$ cat src/rtl/regfile_wb_arbiter.sv
// regfile_wb_arbiter: round-robin ALU/load write-back arbiter for the register file with a busy scoreboard
module regfile_wb_arbiter #(
  parameter int DATA_W = 16
) (
  input  logic              clk,
  input  logic              rst,
  input  logic              aluValid,
  output logic              aluReady,
  input  logic [DATA_W-1:0] aluData,
  input  logic [1:0]        aluSel,
  input  logic              memValid,
  output logic              memReady,
  input  logic [DATA_W-1:0] memData,
  input  logic [1:0]        memSel,
  input  logic              issueEn,
  input  logic [1:0]        issueSel,
  output logic              issueStall,
  output logic [3:0]        busy,
  output logic [DATA_W-1:0] rfIn,
  output logic [1:0]        rfInSel,
  output logic              rfInEn
);
  logic       last_grant;
  logic       grant_alu;
  logic       grant_mem;
  logic [3:0] busy_next;
  // a tie goes to whichever requester was not granted last
  always_comb begin
    grant_alu  = aluValid & (~memValid | last_grant);
    grant_mem  = memValid & (~aluValid | ~last_grant);
    issueStall = issueEn & busy[issueSel];
    busy_next  = (busy & ~(rfInEn ? 4'b0001 << rfInSel : 4'b0000))
               | ((issueEn & ~issueStall) ? 4'b0001 << issueSel : 4'b0000);
  end
  assign aluReady = grant_alu;
  assign memReady = grant_mem;
  always_ff @(posedge clk or posedge rst) begin
    if (rst) begin
      rfIn       <= '0;
      rfInSel    <= '0;
      rfInEn     <= 1'b0;
      last_grant <= 1'b1;
      busy       <= '0;
    end else begin
      rfInEn <= grant_alu | grant_mem;
      if (grant_alu | grant_mem) begin
        rfIn       <= grant_alu ? aluData : memData;
        rfInSel    <= grant_alu ? aluSel : memSel;
        last_grant <= grant_mem;
      end
      busy <= busy_next;
    end
  end
endmodule
$ cat config.mk
export PLATFORM = sky130hd
export DESIGN_NAME = regfile_wb_arbiter
export DESIGN_NICKNAME = d
export VERILOG_FILES = /design/src/rtl/regfile_wb_arbiter.sv
export SDC_FILE = /design/constraint.sdc
export NUM_CORES = 1
export LEC_CHECK = 0
export BUFFER_PORTS_ARGS = -buffer_cell sky130_fd_sc_hd__buf_2
export CAP_MARGIN = 20
export CORE_UTILIZATION = 30
export DETAILED_ROUTE_END_ITERATION = 8
export SYNTH_ARGS = -nofsm -noshare
export SYNTH_HDL_FRONTEND = slang
export SYNTH_SLANG_ARGS = --single-unit
export TNS_END_PERCENT = 10
$ cat constraint.sdc
create_clock -name clk -period 1.37 [get_ports clk]
set_input_delay 0.137 -clock clk [delete_from_list [all_inputs] [get_ports clk]]
set_output_delay 0.137 -clock clk [all_outputs]
set_load 0.005 [all_outputs]
==> results_dict.tcl, run 1 <==
set metrics [dict create \
    worst_ir_drop_vdd_uv 366 \
    reg2reg_slack_ns 0.20 \
    setup_slack_ns -0.156 \
    diodes 0 \
    cts.sinks 24 \
    ys_seq_area_share_pct 45.5 \
    ant_nets 0 \
    grt_max_degree 24 \
    start_util_pct 32.1 \
    ys.flop_type "dfrtp_1" \
    path_max_fanout 4 \
    die_w_um 68.4 \
    drc_errors 0 \
    rsz0062_at_grt "yes" \
    die-area_um2 4670 \
    status "finished, violations left" \
    setup_tns_ns -0.193 \
    drt-initial-drc-count 44 \
    min_period_over_period_pct 111 \
    period_needed_ns 1.53 \
    io_pins 69 \
    antenna_found_initial 0 \
    clockRootBuffer "clkbuf_8" \
    worst_ep_arrival_time_ns 1.39 \
    maxSlewHeadroom_pct 65.7 \
    clkTransAtPathRegs_ns 0.08 \
    skew_ns 0.00227 \
    syn_area_um2 1320 \
    power_leakage_uw 0.000930 \
    syn2layout_area_growth_pct 40.2 \
    clk_latency_ns 0.26 \
    cts_buffer_depth 2 \
    stdcell_count 253 \
    setup_viol 2 \
    synthArstFlopShare_pct 100 \
    critPathCaptureType "output port" \
    finalMaxSlewViolations 0 \
    cts_tree "done" \
    startpoint_type "flip-flop" \
    portBuffers 68 \
    drt_pre_antenna_iters 4 \
    place_hpwl_um 2560 \
    synth_seq_cells 24 \
    synth_cell_type_count 20 \
    vias_per_cell 4.92 \
    drive_gt1_share_pct 53.2 \
    whs_path_depth 3 \
    syn_inst 128 \
    ys_warn_count 0 \
    gp_congestion 0.662 \
    grt_overflow 0 \
    cap_violations 0 \
    grt_pass1_vias 1088 \
    critical_path_class "flip-flop to output port" \
    r2r_cells 4 \
    synth_top_cells_by_count "a31oi_1 (24), inv_1 (24), dfrtp_1 (23)" \
    syn-num-nets 171 \
    syn_avg_cell_area_um2 10.3 \
    holdCritPathClass "input pin to flip-flop" \
    routed_wl_um 3420 \
    total_power_uw 2150 \
    violations "setup timing" \
    cts_buffers 3 \
    placementRows 23 \
    fmax_mhz 655 \
    die_y_um 68.4 \
    wl_per_cell_um 13.5 \
    place_inst 245 \
    h-tree-depth 1 \
    yosysTopAreaCell "dfrtp_1" \
    cp.required_ns 1.23 \
    timing_hold_violations_final 0 \
    nets 247 \
    grt_pass1_wl_um 5060 \
    worst_slew_pin_slew_ns 0.514 \
    vias 1244 \
    synth_edf_count 0 \
    synth.area.top_cells "dfrtp_1 (44%), mux2_2 (15%), a31oi_1 (11%)" \
    synth_top_area_share_pct 43.6 \
    core_area_um2 4120 \
    cellPowerDensity_nw_per_um2 1160 \
    grt_util_all_layers_pct 14.7 \
]
==> final timing paths <==
path,start,endpoint
worst max register to register,last_grant,rfIn[2]
worst min-delay path,aluData[13],rfIn[13]
min in group asynchronous,rst,rfInEn
worst max-delay path,busy[0],issueStall
worst min register to register,busy[0],busy[0]
max in group asynchronous,rst,rfInSel[1]
==> flip-flops by register name, summed over array words and instances, names as in the netlist <==
register	count
rfInEn	1
rfIn	16
last_grant	1
busy	4
rfInSel	2
==> stage by stage <==
stage                     setup slack, ns  hold slack [ns]  instance area, µm²  utilization, %
after detailed placement           0.0925            0.207                1750            42.5
after floorplan                     0.223            0.151                1320               -
final                              -0.156            0.124                1850            45.0
after global routing               -0.195            0.124                1850            45.0
after CTS                          -0.175            0.118                1840            44.7
after global placement              0.129            0.204                1750            42.5
==> layout make-up <==
| type | instances | area [µm²] |
|---|---|---|
| Tap cell | 50 | 62.6 |
| Multi-Input combinational cell | 70 | 559 |
| Inverter | 24 | 90.1 |
| Clock buffer | 4 | 55.1 |
| Timing Repair Buffer | 81 | 484 |
| Fill cell | 396 | 2260 |
| Sequential cell | 24 | 602 |
==> report_power, final <==
part | total (µW) | internal [µW] | switching (µW)
combinational | 755 | 430 | 325
sequential | 929 | 845 | 84.1
clock | 470 | 256 | 214
==> timing repair <==
action / 4_1_cts / 5_1_grt
setup endpoints to repair: 2 / 2
pin swaps: 1 / 0
setup buffers: 3 / 0
hold buffers: 1 / 0
gates resized for setup: 1 / 4
endpoints found under the hold margin: 10 / 0
==> routing by layer <==
layer / vias up / share of wire [%] / track usage (%)
met5: - / 0 / 0
li1: 616 / - / -
met4: 0 / 0.56 / 3.91
met3: 2 / 3.6 / 2.17
met2: 32 / 50 / 24.9
met1: 594 / 46 / 19.2
==> cells by family (layout without fill, tap and decap cells) <==
kind of cell,Yosys count,count (layout),synth area share (%)
AOI/OAI and AO/OA,47,47,22.9
DFF,24,24,45.5
buffers and inverters,34,109,12.8
and+or+nand+nor,4,4,1.71
muxes,19,19,17.0
==> critical path, stage by stage, from the launching register on <==
cell	delay (ns)
dfrtp_1	0.41
mux4_2	0.46
and2_4	0.15
buf_6	0.10
==> cell usage in the layout (no fill, tap or decap), drive strengths merged <==
cell type,n
a41oi,2
a31oi,24
buf,80
mux4,1
dfrtp,23
nor2b,1
and2,1
a21oi,1
o22ai,18
a21bo,1
dfstp,1
clkbuf,4
mux2,18
a21boi,1
nor2,1
or2,1
dlygate4sd3,1
inv,24
Power figures use the tool's default switching activity.
==> run 2, diff against run 1 <==
--- a/config.mk
+++ b/config.mk
@@ -9,6 +9,7 @@
 export CAP_MARGIN = 20
 export CORE_UTILIZATION = 30
 export DETAILED_ROUTE_END_ITERATION = 8
+export SETUP_SLACK_MARGIN = 0.5
 export SYNTH_ARGS = -nofsm -noshare
 export SYNTH_HDL_FRONTEND = slang
 export SYNTH_SLANG_ARGS = --single-unit
==> run 2 against run 1 <==
Against the previous run: the run still ends with setup timing left; register-to-register slack worse by 0.12 ns; critical path depth did not move; clock-buffer cell count unchanged; hold slack better by 0.0010 ns; critical endpoint unchanged; clock skew shrank 0.00076 ns; cell area is 7.3% higher.
==> results_dict.tcl, run 2 (synthesis results as in run 1) <==
set metrics [dict create \
    drive_gt1_share_pct 56.9 \
    worst_ep_arrival_time_ns 1.38 \
    timing_hold_violations_final 0 \
    cts_buffers 3 \
    gp_congestion 0.706 \
    cts_tree "done" \
    h-tree-depth 1 \
    grt_pass1_vias 1106 \
    cellPowerDensity_nw_per_um2 1150 \
    fill_cells 417 \
    worst_ir_drop_vdd_uv 442 \
    grt_overflow 0 \
    critPathMaxStageDelay_ns 0.46 \
    antenna_found_initial 0 \
    grt_pass1_wl_um 5120 \
    cp_num_buf_inv 1 \
    worst_slew_pin_slew_ns 0.269 \
    setup_viol 2 \
    top_register "rfIn" \
    final_common_cell "buf_2" \
    stdcell_count 261 \
    grt_util_all_layers_pct 14.8 \
    path_max_fanout 2 \
    critical_path_class "flip-flop to output port" \
    placementRows 23 \
    clk_latency_ns 0.26 \
    die_y_um 68.4 \
    violations "setup timing" \
    drt-initial-drc-count 69 \
    setup_tns_ns -0.161 \
    crit_slowest_cell "mux4_2" \
    io_pins 69 \
    drt_pre_antenna_iters 2 \
    crit_family "multiplexers" \
    diodes 0 \
    mostFrequentLayoutCells "buf_2 (64), a31oi_1 (24), inv_1 (23), dfrtp_1 (22), mux2_2 (18)" \
    holdCritPathClass "input pin to flip-flop" \
    cap_violations 0 \
    clkTransAtPathRegs_ns 0.08 \
    final_util_pct 48.3 \
    syn2layout_area_growth_pct 50.5 \
    vias_per_cell 4.95 \
    drc_errors 0 \
    grt_max_degree 22 \
    start_util_pct 32.1 \
    cts.sinks 24 \
    startpoint_type "flip-flop" \
    rsz0062_at_grt "yes" \
    portBuffers 68 \
    largest_register_ffs 16 \
    maxSlewHeadroom_pct 82.1 \
    path_cells "mux4_2 > and2_4 > buf_6" \
    power_leakage_uw 0.00100 \
    status "finished, violations left" \
    min_period_over_period_pct 111 \
    die_w_um 68.4 \
    place_inst 246 \
    skew_ns 0.00151 \
    wl_per_cell_um 13.9 \
    clockRootBuffer "clkbuf_8" \
    largestRegisters "rfIn x16, busy x4, rfInSel x2" \
    vias 1291 \
    cp.required_ns 1.23 \
    finalMaxSlewViolations 0 \
    fmax_mhz 660 \
    core_area_um2 4120 \
    ant_nets 0 \
    nets 255 \
    cts_buffer_depth 2 \
    period_needed_ns 1.51 \
    die-area_um2 4670 \
    place_hpwl_um 2480 \
    setup_slack_ns -0.145 \
    routed_wl_um 3620 \
    critPathCaptureType "output port" \
]
## run 2: cell count changes in the layout (fill, tap and decap cells not counted), sizes merged
cell | previous run | this run
buf | 80 | 88
## run 2: repair_timing
item	4_1_cts	5_1_grt
gates resized for setup	5	13
hold buffers	1	0
cloned	1	0
pin swaps	2	4
hold endpoints to repair	4	0
buffers inserted	8	1
setup endpoints to repair	45	49
## run 2: metal layers
| metal | share of wire (%) | track usage, % |
|---|---|---|
| met1 | 44 | 19.3 |
| met2 | 51 | 25.2 |
| met3 | 4.4 | 3.00 |
| met4 | 0.80 | 3.13 |
| met5 | 0 | 0 |
## run 2: final timing paths
kind | to | from | slack (ns) | cells after the start
setup reg to reg | rfInSel[1] | last_grant | 0.08 | 5
max in group asynchronous | rfInSel[1] | rst | 0.57 | 4
min in group asynchronous | rfIn[0] | rst | 0.36 | 3
setup / recovery | issueStall | busy[3] | -0.14 | 3
hold reg to reg | busy[2] | rfInSel[1] | 0.56 | 1
hold / removal | rfIn[13] | aluData[13] | 0.12 | 3
## run 2: stage by stage
stage          area [µm²]  setup WS, ns  power (µW)  hold slack, ns
6_report             1990        -0.145        2280           0.125
5_1_grt              1990        -0.180        2430           0.115
3_5_place_dp         1750         0.122        1610          0.0755
2_1_floorplan        1330         0.227        1310           0.151
4_1_cts              1930        -0.135        2190           0.117
3_3_place_gp         1750         0.142        1610          0.0815
## run 2: power breakdown
group / internal, µW / total [µW] / switching [µW]
clock: 207 / 415 / 208
sequential: 846 / 932 / 86.7
combinational: 566 / 936 / 370
total: 1620 / 2280 / 664
## run 2: area by class of cell
| cell class | instances | area [µm²] | area share, % |
|---|---|---|---|
| multi-input combinational | 70 | 586 | 29.5 |
| clock buffer | 4 | 45.0 | 2.27 |
| sequential | 24 | 603 | 30.3 |
| tap | 50 | 62.6 | 3.15 |
| timing repair buffer | 89 | 602 | 30.3 |
| inverter | 24 | 90.1 | 4.53 |
## run 2: worst reg2reg max path, delay by kind of cell (launching register included)
family,cells,cell delay [ns]
AOI/OAI and AO/OA,3,0.41
buffers and inverters,2,0.26
DFF,1,0.55
==> run 3, diff against run 2 <==
--- a/config.mk
+++ b/config.mk
@@ -8,6 +8,7 @@
 export BUFFER_PORTS_ARGS = -buffer_cell sky130_fd_sc_hd__buf_2
 export CAP_MARGIN = 20
 export CORE_UTILIZATION = 30
+export CTS_BUF_LIST = sky130_fd_sc_hd__clkbuf_16
 export DETAILED_ROUTE_END_ITERATION = 8
 export SETUP_SLACK_MARGIN = 0.5
 export SYNTH_ARGS = -nofsm -noshare
==> run 3 against run 2 <==
Against the previous run: the run still ends with setup timing left; die area unchanged; power increased by 10%; sequential share of layout area fell by 2.0 points; core utilization grew 3.4 points; global-route usage increased by 0.35 points; sequential power about the same.
==> results_dict.tcl, run 3 (synthesis results as in run 1) <==
set metrics [dict create \
    status "finished, violations left" \
    violations "setup timing" \
    final_common_cell "buf_2" \
    setup_tns_ns -0.116 \
    placementRows 23 \
    start_util_pct 32.1 \
    power_leakage_uw 0.00104 \
    swShare_pct 28.3 \
    h-tree-depth 1 \
    syn2layout_area_growth_pct 61.1 \
    die_y_um 68.4 \
    finalMaxSlewViolations 0 \
    top_register "rfIn" \
    vias_per_cell 4.92 \
    grt_util_all_layers_pct 15.2 \
    pwr-share-clk_pct 24.5 \
    stdcell_count 261 \
    cts_tree "done" \
    grt_pass1_wl_um 5180 \
    setup_viol 1 \
    min_period_over_period_pct 108 \
    clk_latency_ns 0.25 \
    clkTransAtPathRegs_ns 0.06 \
    drt_pre_antenna_iters 4 \
    critPathCaptureType "output port" \
    wl_per_cell_um 14.3 \
    maxSlewHeadroom_pct 76.3 \
    final_util_pct 51.7 \
    rsz0062_at_grt "yes" \
    nets 255 \
    p_comb_share_pct 38.4 \
    worst_ep_arrival_time_ns 1.35 \
    critical_path_class "flip-flop to output port" \
    fill_cells 398 \
    cap_violations 0 \
    gp_congestion 0.706 \
    core_area_um2 4120 \
    holdCritPathClass "input pin to flip-flop" \
    grt_pass1_vias 1116 \
    grt_max_degree 22 \
    path_max_fanout 2 \
    period_needed_ns 1.49 \
    worst_slew_pin_slew_ns 0.356 \
    cp_num_buf_inv 1 \
    timing_hold_violations_final 0 \
    drc_errors 0 \
    routed_wl_um 3740 \
    setup_slack_ns -0.116 \
    largest_register_ffs 16 \
    crit_family "multiplexers" \
    die_w_um 68.4 \
    mostFrequentLayoutCells "buf_2 (65), a31oi_1 (24), inv_1 (22), dfrtp_1 (22), mux2_2 (18)" \
    portBuffers 68 \
    ant_nets 0 \
    io_pins 69 \
    antenna_found_initial 0 \
    total_power_uw 2520 \
    clockRootBuffer "clkbuf_16" \
    path_cells "mux4_2 > and2_4 > buf_6" \
    worst_ir_drop_vdd_uv 516 \
    startpoint_type "flip-flop" \
    cts_buffers 3 \
    diodes 0 \
    cp.required_ns 1.23 \
    drt-initial-drc-count 35 \
    cts_buffer_depth 2 \
    place_inst 246 \
    place_hpwl_um 2480 \
    critPathMaxStageDelay_ns 0.46 \
    skew_ns 0.00425 \
    cts.sinks 24 \
    drive_gt1_share_pct 64.5 \
    fmax_mhz 673 \
    largestRegisters "rfIn x16, busy x4, rfInSel x2" \
    post-place-ws_ns 0.122 \
    crit_slowest_cell "mux4_2" \
    die-area_um2 4670 \
    cellPowerDensity_nw_per_um2 1180 \
    intPower_uw 1800 \
    vias 1285 \
    p_sw_uw 713 \
    grt_overflow 0 \
    p_seq_share_pct 37.1 \
]
==> run 3: path summary, 6_finish.rpt <==
check	start	end	slack, ns	cells past startpoint
hold / removal	aluData[14]	rfIn[14]	0.14	3
max in group asynchronous	rst	rfInSel[1]	0.66	4
hold reg to reg	rfInSel[1]	busy[2]	0.56	1
setup reg to reg	last_grant	rfInSel[1]	0.08	5
min in group asynchronous	rst	rfIn[4]	0.35	3
setup / recovery	busy[3]	issueStall	-0.12	3
==> run 3: routing by layer <==
metal  track usage, %  wire (µm)
met4             4.69         33
met1             19.0       1630
met5                0          0
met2             26.0       1920
met3             3.00        158
==> run 3: layout make-up <==
class                      instances  area (µm²)  area share [%]
inverter                          24        96.3            4.53
tap                               50        62.6            2.94
clock buffer                       3        75.1            3.53
sequential                        24         603            28.3
multi-input combinational         70         684            32.2
clock inverter                     1        3.75           0.176
timing repair buffer              89         603            28.3
==> run 3: what timing repair did <==
action | 4_1_cts | 5_1_grt
hold buffers | 1 | 0
gates cloned | 1 | 0
resized for setup | 18 | 21
pin swaps | 15 | 18
hold endpoints to repair | 4 | 0
endpoints found under the setup margin | 45 | 60
buffers inserted | 8 | 1
==> run 3: worst min-delay path, cell delays in order <==
cell and delay (ns):
buf_2 0.10, inv_1 0.04, a31oi_1 0.07
==> run 3: power by group through the flow <==
stage	registers (µW)	clock network [µW]	logic (µW)
finish	935	616	967
global route	945	667	1060
CTS	920	643	874
detailed placement	958	0	657
global placement	954	0	651
floorplan	960	0	353
==> run 3: metrics by stage <==
step                cell area, µm²  hold WS, ns
CTS                           2030        0.133
detailed placement            1750       0.0755
floorplan                     1330        0.151
global route                  2130        0.136
finish                        2130        0.138
global placement              1750       0.0815
